`config.mk`:
```
export PLATFORM = sky130hd
export DESIGN_NAME = sccb_target_flat
export DESIGN_NICKNAME = d
export VERILOG_FILES = /design/src/rtl/sccb_target_if.sv /design/src/rtl/sccb_target.sv /design/src/flat_wrapper.sv
export SDC_FILE = /design/constraint.sdc
export NUM_CORES = 1
export LEC_CHECK = 0
export CORE_ASPECT_RATIO = 0.7
export CORE_MARGIN = 2
export CORE_UTILIZATION = 50
export CTS_BUF_LIST = sky130_fd_sc_hd__clkbuf_4 sky130_fd_sc_hd__clkbuf_8
export DETAILED_ROUTE_END_ITERATION = 8
export PLACE_DENSITY = 0.81
export SLEW_MARGIN = 20
export SYNTH_ARGS = -nofsm -noshare
export SYNTH_HDL_FRONTEND = slang
export SYNTH_SLANG_ARGS = --single-unit
```
`constraint.sdc`:
```
create_clock -name sccb_clk -period 2.5 [get_ports sccb_clk]
set_input_delay 0.75 -clock sccb_clk [delete_from_list [all_inputs] [get_ports sccb_clk]]
set_output_delay 0.75 -clock sccb_clk [all_outputs]
set_load 0.02 [all_outputs]
```
`src/rtl/sccb_target_if.sv`:
```
// Bus and register-port bundle for the SCCB target engine.
// The slave modport is the target side; the master modport is the initiator/register-file side.
interface sccb_target_if;
  logic       sio_c;
  logic       sio_d_in;
  logic       sio_d_oe;
  logic [7:0] reg_addr;
  logic [7:0] reg_wdata;
  logic       reg_we;
  logic       reg_re;
  logic [7:0] reg_rdata;
  logic       busy;

  modport slave (
    input  sio_c, sio_d_in, reg_rdata,
    output sio_d_oe, reg_addr, reg_wdata, reg_we, reg_re, busy
  );

  modport master (
    output sio_c, sio_d_in, reg_rdata,
    input  sio_d_oe, reg_addr, reg_wdata, reg_we, reg_re, busy
  );
endinterface

```
`src/rtl/sccb_target.sv`:
```
// SCCB target: oversamples sio_c/sio_d and turns 3-phase write / 2-phase read into register strobes.
// Optional I2C-style ACK on bit 8 of ID/ADDR/WDATA when SCCB_TARGET_ACK_EN is defined.
module sccb_target #(
  parameter logic [6:0] DEVICE_ID = 7'h21
) (
  input  logic         sccb_clk,
  input  logic         sccb_reset,
  sccb_target_if.slave bus
);

`ifdef SCCB_TARGET_ACK_EN
  localparam bit ACK_EN = 1'b1;
`else
  localparam bit ACK_EN = 1'b0;
`endif

  typedef enum logic [2:0] {S_IDLE, S_ID, S_ADDR, S_WDATA, S_RDATA, S_SKIP} state_e;

  // [0],[1] synchronizer, [2] history for edge detection
  logic [2:0] c_sync_q, c_sync_d;
  logic [2:0] d_sync_q, d_sync_d;

  state_e     state_q, state_d;
  logic [3:0] cnt_q, cnt_d;
  logic [7:0] shift_q, shift_d;
  logic [7:0] addr_q, addr_d;
  logic [7:0] wdata_q, wdata_d;
  logic       we_q, we_d;
  logic       re_q, re_d;
  logic       rd_cap_q, rd_cap_d;
  logic       oe_q, oe_d;
  logic       busy_q, busy_d;

  logic scl, scl_h, sda, sda_h;
  logic scl_rise, scl_fall, start_c, stop_c;
  logic bit8, id_match;

  always_comb begin
    c_sync_d = {c_sync_q[1:0], bus.sio_c};
    d_sync_d = {d_sync_q[1:0], bus.sio_d_in};
  end

  assign scl      = c_sync_q[1];
  assign scl_h    = c_sync_q[2];
  assign sda      = d_sync_q[1];
  assign sda_h    = d_sync_q[2];
  assign scl_rise = scl & ~scl_h;
  assign scl_fall = ~scl & scl_h;
  assign start_c  = scl & scl_h & sda_h & ~sda;
  assign stop_c   = scl & scl_h & ~sda_h & sda;
  assign bit8     = (cnt_q == 4'd8);
  assign id_match = (shift_q[7:1] == DEVICE_ID);

  // Synchronizers reset to the idle-high bus level so reset itself creates no edges
  always_ff @(posedge sccb_clk) begin
    if (sccb_reset) begin
      c_sync_q <= 3'b111;
      d_sync_q <= 3'b111;
    end else begin
      c_sync_q <= c_sync_d;
      d_sync_q <= d_sync_d;
    end
  end

  always_ff @(posedge sccb_clk) begin
    if (sccb_reset) begin
      state_q <= S_IDLE;
      cnt_q   <= 4'd0;
    end else begin
      state_q <= state_d;
      cnt_q   <= cnt_d;
    end
  end

  always_comb begin
    state_d = state_q;
    cnt_d   = cnt_q;
    if (start_c) begin
      state_d = S_ID;
      cnt_d   = 4'd0;
    end else if (stop_c) begin
      state_d = S_IDLE;
      cnt_d   = 4'd0;
    end else if (scl_rise) begin
      case (state_q)
        S_ID, S_ADDR, S_WDATA, S_RDATA: begin
          if (bit8) begin
            cnt_d = 4'd0;
            case (state_q)
              S_ID:    state_d = !id_match ? S_SKIP : (shift_q[0] ? S_RDATA : S_ADDR);
              S_ADDR:  state_d = S_WDATA;
              default: state_d = S_SKIP;
            endcase
          end else begin
            cnt_d = cnt_q + 4'd1;
          end
        end
        default: ;
      endcase
    end
  end

  always_comb begin
    shift_d  = shift_q;
    addr_d   = addr_q;
    wdata_d  = wdata_q;
    we_d     = 1'b0;
    re_d     = 1'b0;
    rd_cap_d = re_q;
    oe_d     = oe_q;
    busy_d   = busy_q;
    // read data is taken one cycle after the reg_re strobe, well before the next SCL fall
    if (rd_cap_q)
      shift_d = bus.reg_rdata;
    if (start_c) begin
      busy_d = 1'b1;
      oe_d   = 1'b0;
    end else if (stop_c) begin
      busy_d = 1'b0;
      oe_d   = 1'b0;
    end else begin
      if (scl_rise && !bit8 && (state_q == S_ID || state_q == S_ADDR || state_q == S_WDATA))
        shift_d = {shift_q[6:0], sda};
      if (scl_rise && bit8) begin
        case (state_q)
          S_ID:    re_d = id_match & shift_q[0];
          S_ADDR:  addr_d = shift_q;
          S_WDATA: begin
            we_d    = 1'b1;
            wdata_d = shift_q;
          end
          default: ;
        endcase
      end
      if (scl_fall) begin
        case (state_q)
          S_ID:           oe_d = ACK_EN & bit8 & id_match;
          S_ADDR, S_WDATA: oe_d = ACK_EN & bit8;
          // MSB first: bit index 7-cnt is ~cnt[2:0]; NA slot released
          S_RDATA:        oe_d = bit8 ? 1'b0 : ~shift_q[~cnt_q[2:0]];
          default:        oe_d = 1'b0;
        endcase
      end
    end
  end

  always_ff @(posedge sccb_clk) begin
    if (sccb_reset) begin
      shift_q  <= 8'h00;
      addr_q   <= 8'h00;
      wdata_q  <= 8'h00;
      we_q     <= 1'b0;
      re_q     <= 1'b0;
      rd_cap_q <= 1'b0;
      oe_q     <= 1'b0;
      busy_q   <= 1'b0;
    end else begin
      shift_q  <= shift_d;
      addr_q   <= addr_d;
      wdata_q  <= wdata_d;
      we_q     <= we_d;
      re_q     <= re_d;
      rd_cap_q <= rd_cap_d;
      oe_q     <= oe_d;
      busy_q   <= busy_d;
    end
  end

  assign bus.sio_d_oe  = oe_q;
  assign bus.reg_addr  = addr_q;
  assign bus.reg_wdata = wdata_q;
  assign bus.reg_we    = we_q;
  assign bus.reg_re    = re_q;
  assign bus.busy      = busy_q;

endmodule

```
`src/flat_wrapper.sv`:
```
// flat-port wrapper written by rule: the top's interface ports become plain ports
module sccb_target_flat 
#(
  parameter logic [6:0] DEVICE_ID = 7'h21
)
  (sccb_clk, sccb_reset, bus_sio_c, bus_sio_d_in, bus_reg_rdata, bus_sio_d_oe, bus_reg_addr, bus_reg_wdata, bus_reg_we, bus_reg_re, bus_busy);
  sccb_target_if bus_i ();
  input  logic sccb_clk;
  input  logic sccb_reset;
  input wire logic [$bits(bus_i.sio_c)-1:0] bus_sio_c;
  input wire logic [$bits(bus_i.sio_d_in)-1:0] bus_sio_d_in;
  input wire logic [$bits(bus_i.reg_rdata)-1:0] bus_reg_rdata;
  output wire logic [$bits(bus_i.sio_d_oe)-1:0] bus_sio_d_oe;
  output wire logic [$bits(bus_i.reg_addr)-1:0] bus_reg_addr;
  output wire logic [$bits(bus_i.reg_wdata)-1:0] bus_reg_wdata;
  output wire logic [$bits(bus_i.reg_we)-1:0] bus_reg_we;
  output wire logic [$bits(bus_i.reg_re)-1:0] bus_reg_re;
  output wire logic [$bits(bus_i.busy)-1:0] bus_busy;
  assign bus_i.sio_c = bus_sio_c;
  assign bus_i.sio_d_in = bus_sio_d_in;
  assign bus_i.reg_rdata = bus_reg_rdata;
  assign bus_sio_d_oe = bus_i.sio_d_oe;
  assign bus_reg_addr = bus_i.reg_addr;
  assign bus_reg_wdata = bus_i.reg_wdata;
  assign bus_reg_we = bus_i.reg_we;
  assign bus_reg_re = bus_i.reg_re;
  assign bus_busy = bus_i.busy;
  sccb_target #(.DEVICE_ID(DEVICE_ID)) u_core (.sccb_clk(sccb_clk), .sccb_reset(sccb_reset), .bus(bus_i));
endmodule
```
# Word-level counts from Yosys, hierarchy flattened
# Cells that the tools add are included.
dict set report totals {
  reg_bits 42
  latch_bits 0
  ramBits 0
  rom_bits 0
  in_bits 12
  output_inout_bits 20
  elab_cells 78
  mem_count 0
}
dict set report classes {
  add_sub_neg 1
  mul 0
  div_mod_pow 0
  n_lt_le_gt_ge 1
  eq_ne 6
  n_shift 0
  muxes 20
  bitwise_logic 18
  reduce_logical 19
}
# cell n
set op_table {}
lappend op_table {{8-bit two-way mux} 4}
lappend op_table {{1-bit two-way mux} 11}
lappend op_table {{1-bit NOT} 9}
lappend op_table {{3-bit nonzero test} 3}
lappend op_table {{1-bit bitwise AND} 8}
lappend op_table {{4-bit AND reduction} 2}
lappend op_table {{4-bit OR reduction} 2}
lappend op_table {{7-bit by 6-bit == test with 1-bit output (second input constant)} 1}
lappend op_table {{3-bit by 2-bit == test with 1-bit output (second input constant)} 2}
lappend op_table {{3-bit two-way mux} 2}
lappend op_table {{3-bit case mux with 2 select lines} 1}
lappend op_table {{3-bit AND reduction} 2}
lappend op_table {{5-bit OR reduction} 1}
lappend op_table {{4-bit by 1-bit adder with 4-bit output (second input constant)} 1}
lappend op_table {{4-bit == test (second input constant)} 1}
lappend op_table {{3-bit by 4-bit less-than comparator with 1-bit output (second input constant)} 1}
lappend op_table {{4-bit two-way mux} 1}
lappend op_table {{1-bit binary-select mux with 3-bit select} 1}
lappend op_table {{3-bit by 1-bit == test with 1-bit output (second input constant)} 1}
lappend op_table {{3-bit == test (second input constant)} 1}
lappend op_table {{1-bit logical AND} 3}
lappend op_table {{3-bit NOT} 1}
lappend op_table {{3-bit OR reduction} 1}
lappend op_table {{1-bit logical OR} 2}
lappend op_table {{3 further kinds} 3}

# Logic depth before layout (Yosys ltp)
dict set report depth {
  depth_word 8
  depth_mapped 8
}

# Worst setup path after synthesis
# No wires, ideal clock.
dict set report synth_timing {
  path_kind {reg2reg}
  start {register u_core.cnt_q[0]}
  end {register u_core.shift_q[1]}
  setup_ns 0.123
  arrival_time_ns 1.844
  t_required_ns 2.377
  slack_ns 0.533
  path_stages_with_launch 9
  path_buffers 2
  period_less_slack_ns 1.967
  cell_sequence {dfxtp_1 > inv_1 > ha_1 > and3b_2 > or4_4 > buf_6 > buf_12 > nor2_1 > a211oi_2}
}
dict set report synth_between {
  elab_chain_cells 7
}
# element line
set synth_rtl {}
lappend synth_rtl {{start: declaration} sccb_target.sv:24} ;# logic [3:0] cnt_q, cnt_d;
lappend synth_rtl {{start signal: assignment} sccb_target.sv:71} ;# cnt_q <= cnt_d;
lappend synth_rtl {{4-bit == test} sccb_target.sv:51} ;# assign bit8 = (cnt_q == 4'd8);
lappend synth_rtl {{1-bit logical NOT} sccb_target.sv:122} ;# if (scl_rise && !bit8 && (state_q == S_ID || state_q == S_ADDR || state_q == S_WDATA))
lappend synth_rtl {{1-bit logical AND (2 in a row)} sccb_target.sv:122}
lappend synth_rtl {{8-bit two-way mux} sccb_target.sv:122}
lappend synth_rtl {{8-bit two-way mux} sccb_target.sv:118} ;# end else if (stop_c) begin
lappend synth_rtl {{8-bit two-way mux} sccb_target.sv:115} ;# if (start_c) begin
lappend synth_rtl {{end signal: assignment} sccb_target.sv:158} ;# shift_q <= shift_d;
lappend synth_rtl {{end: declaration} sccb_target.sv:25} ;# logic [7:0] shift_q, shift_d;
# No other way between the ends.
# A chain may end at the register's enable or synchronous reset.

# Final worst setup path
dict set report layout_timing {
  start {register u_core.cnt_q[0]}
  end {register u_core.shift_q[6]}
}
# Same word-level chain as after synthesis.

==> flow_metrics.env <==
export IMPL_layout_commonest_cell="dfxtp_1"
export IMPL_p_leak_nw=0.826
export IMPL_cts_tree="done"
export IMPL_tns_ns=0
export IMPL_synthSimpleGateAreaFrac_pct=20.5
export IMPL_vias_per_cell=5.44
export IMPL_combinationalPowerShare_pct=4.2
export IMPL_port_buffers=31
export IMPL_cp_arrival_ns=2.24
export IMPL_fmax_mhz=485
export IMPL_root_buffer="clkbuf_8"
export IMPL_fin_crit_sh_pct=82.5
export IMPL_yosysSeqAreaShare_pct=45.6
export IMPL_io_pins=32
export IMPL_insertion_delay_ns=0.29
export IMPL_postCtsSetupBuffers=0
export IMPL_slew_headroom_pct=65.5
export IMPL_hold_violations=0
export IMPL_clock_path_buffers=2
export IMPL_totalWireLength_um=3780
export IMPL_finalSetupViolations=0
export IMPL_fin_area_um2=2260
export IMPL_synth_ff_type="dfxtp_1"
export IMPL_fin_total_pwr_w=0.00124
export IMPL_ys_top_cells_by_area="dfxtp_1 (46%), mux2i_1 (14%), nor2_1 (5.7%)"
export IMPL_synth_edf_count=0
export IMPL_outcome="complete, no violations"
export IMPL_synth_top_family_by_area="simple AND/OR/NAND/NOR gates"
export IMPL_power_frac_clock_pct=40.7
export IMPL_dr_max_layer_used="met4"
export IMPL_drtPass1Iterations=6
export IMPL_htreeDepth=2
export IMPL_grt_max_degree=26
export IMPL_filler_cell_count=296
export IMPL_synthCells=174
export IMPL_ctsHoldBuffers=0
export IMPL_drc_errors=0
export IMPL_die_y_um=54.8
export IMPL_wl_per_cell_um=14.8
export IMPL_slew_violations=0
export IMPL_clock_sinks=42
export IMPL_synth_seq_cells=42
export IMPL_grt_util_all_layers_pct=19.9
export IMPL_crit_fanout=16
export IMPL_cp_end_kind="flop"
export IMPL_met2RoutedLength_um=1660
export IMPL_path_clk_slew_ns=0.08
export IMPL_synth_area_um2=1840
export IMPL_postSynthNetCount=188
export IMPL_num_vias=1392
export IMPL_yosysTopAreaCell="dfxtp_1"
export IMPL_yosysUniqueCellTypes=39
export IMPL_worst_setup_path_type="reg -> reg"
export IMPL_drtIter0Drc=72
export IMPL_dr_wl_met3_um=188
export IMPL_r2r_cells=6
export IMPL_yosys_area_top_type_share_pct=45.6
export IMPL_fin_ws_ns=0.437
export IMPL_fin_hold_ws_ns=0.419
export IMPL_min_path_type="reg -> reg"
export IMPL_num_antenna_cells=0
export IMPL_p_seq_share_pct=55.2
export IMPL_grt_setup_unrepaired="no"
export IMPL_p_int_w=0.000981
export IMPL_fin_crit_ns=2.06
export IMPL_yosys_mux_area_fraction_pct=16.6
export IMPL_cap_violations=0
export IMPL_cts_buffers=5
export IMPL_dpl_cell_area_um2=2150
export IMPL_layout_drive_gt1_share_pct=15.5
export IMPL_seq_area_um2=841
export IMPL_area_growth_pct=22.3
export IMPL_synth_compound_area_share_pct=9.77
export IMPL_multiInputGateArea_um2=906
export IMPL_ant_nets=0
export IMPL_yosys_warnings=0
export IMPL_start_util_pct=52.2
export IMPL_p_sw_w=0.000255
export IMPL_synth_adder_area_share_pct=1.36
export IMPL_grt_pass1_vias=1277
export IMPL_powerDensity_nw_per_um2=548
export IMPL_switching_share_pct=20.6
export IMPL_syn_avg_cell_area_um2=10.6
export IMPL_nets=219
export IMPL_rows=18
export IMPL_vdd_ir_drop_max_v=0.000431
export IMPL_grt_pass1_wl_um=6290
export IMPL_gp_congestion=0.904
export IMPL_post_cts_resized=0
export IMPL_whs_path_depth=1
export IMPL_synth_xor_area_share_pct=0.950
export IMPL_die_width_um=76.6
export IMPL_layout_cells_most_common_list="dfxtp_1 (42), clkdlybuf4s50_1 (31), nor2_1 (28)"
export IMPL_async_flop_share_pct=0
export IMPL_fin_skew_ns=0.00190
export IMPL_hpwl_um=2760
export IMPL_grt_ovfl_total=0
export IMPL_core_area_um2=3540
export IMPL_antenna_found_initial=0
export IMPL_required_ns=2.68
export IMPL_drt_met1_wl_um=1860
export IMPL_place_ws_ns=0.405
export IMPL_start_kind="flop"
export IMPL_worst_pin_slew_ns=0.517
export IMPL_die_area_um2=4200
## worst paths after layout
kind / slack (ns) / start / to
worst max-delay path: 0.44 / u_core.cnt_q[0] / u_core.shift_q[6]
worst min-delay path: 0.42 / u_core.c_sync_q[0] / u_core.c_sync_q[1]
worst max register to register: 0.44 / u_core.cnt_q[0] / u_core.shift_q[6]
worst min register to register: 0.42 / u_core.c_sync_q[0] / u_core.c_sync_q[1]
## cells by family after synthesis
group	count (synthesis)
flip-flops	42
adder cells (fa/ha/maj)	2
buffers and inverters	12
multiplexers	28
AND/OR/NAND/NOR	68
XOR/XNOR	2
AO/OA/AOI/OAI	20
## area by class of cell
type                       instances  area share [%]
inverter                           3           0.499
tap                               50            2.77
multi-input combinational        120            40.2
sequential                        42            37.3
clock buffer                       8            4.88
timing repair buffer              33            14.4
## flip-flops by register name, indices dropped and copies added (netlist names)
name	count
u_core.cnt_q	4
u_core.bus.sio_d_oe	1
u_core.rd_cap_q	1
u_core.bus.reg_we	1
u_core.d_sync_q	3
u_core.bus.reg_wdata	8
u_core.state_q	3
u_core.bus.reg_addr	8
u_core.c_sync_q	3
u_core.shift_q	8
u_core.bus.reg_re	1
u_core.bus.busy	1
## through the flow
stage	util (%)	instances
3_3_place_gp	60.7	248
4_1_cts	63.8	256
2_1_floorplan	-	174
5_1_grt	63.8	256
6_report	63.8	256
3_5_place_dp	60.7	248
## power by group through the flow
stage / Clock [W] / Sequential [W] / Combinational [W]
3_5_place_dp: 0 / 0.000698 / 0.0000513
2_1_floorplan: 0 / 0.000696 / 0.0000322
3_3_place_gp: 0 / 0.000697 / 0.0000499
5_1_grt: 0.000540 / 0.000683 / 0.0000556
6_report: 0.000503 / 0.000682 / 0.0000513
4_1_cts: 0.000513 / 0.000682 / 0.0000517
## Yosys cell counts, types with 3 or more instances
master,count
or2_2,6
a211oi_2,8
a21oi_1,4
nand4b_1,5
buf_6,4
nand2_1,5
dfxtp_1,42
nand2b_1,3
nor2_1,28
inv_1,3
mux2i_1,26
## per-layer routing
| layer | GRT usage, % | up-vias |
|---|---|---|
| met2 | 31.9 | 41 |
| met1 | 25.5 | 656 |
| li1 | - | 687 |
| met5 | 0 | - |
| met4 | 10.6 | 0 |
| met3 | 5.28 | 8 |
## worst max-delay path: stages (launching register included)
cell      delay [ns]
dfxtp_1         0.48
inv_1           0.08
ha_1            0.22
and3b_2         0.25
or4_4           0.66
nor2_1          0.18
a211oi_2        0.06
Note: power is estimated with default switching activity, not from simulation.
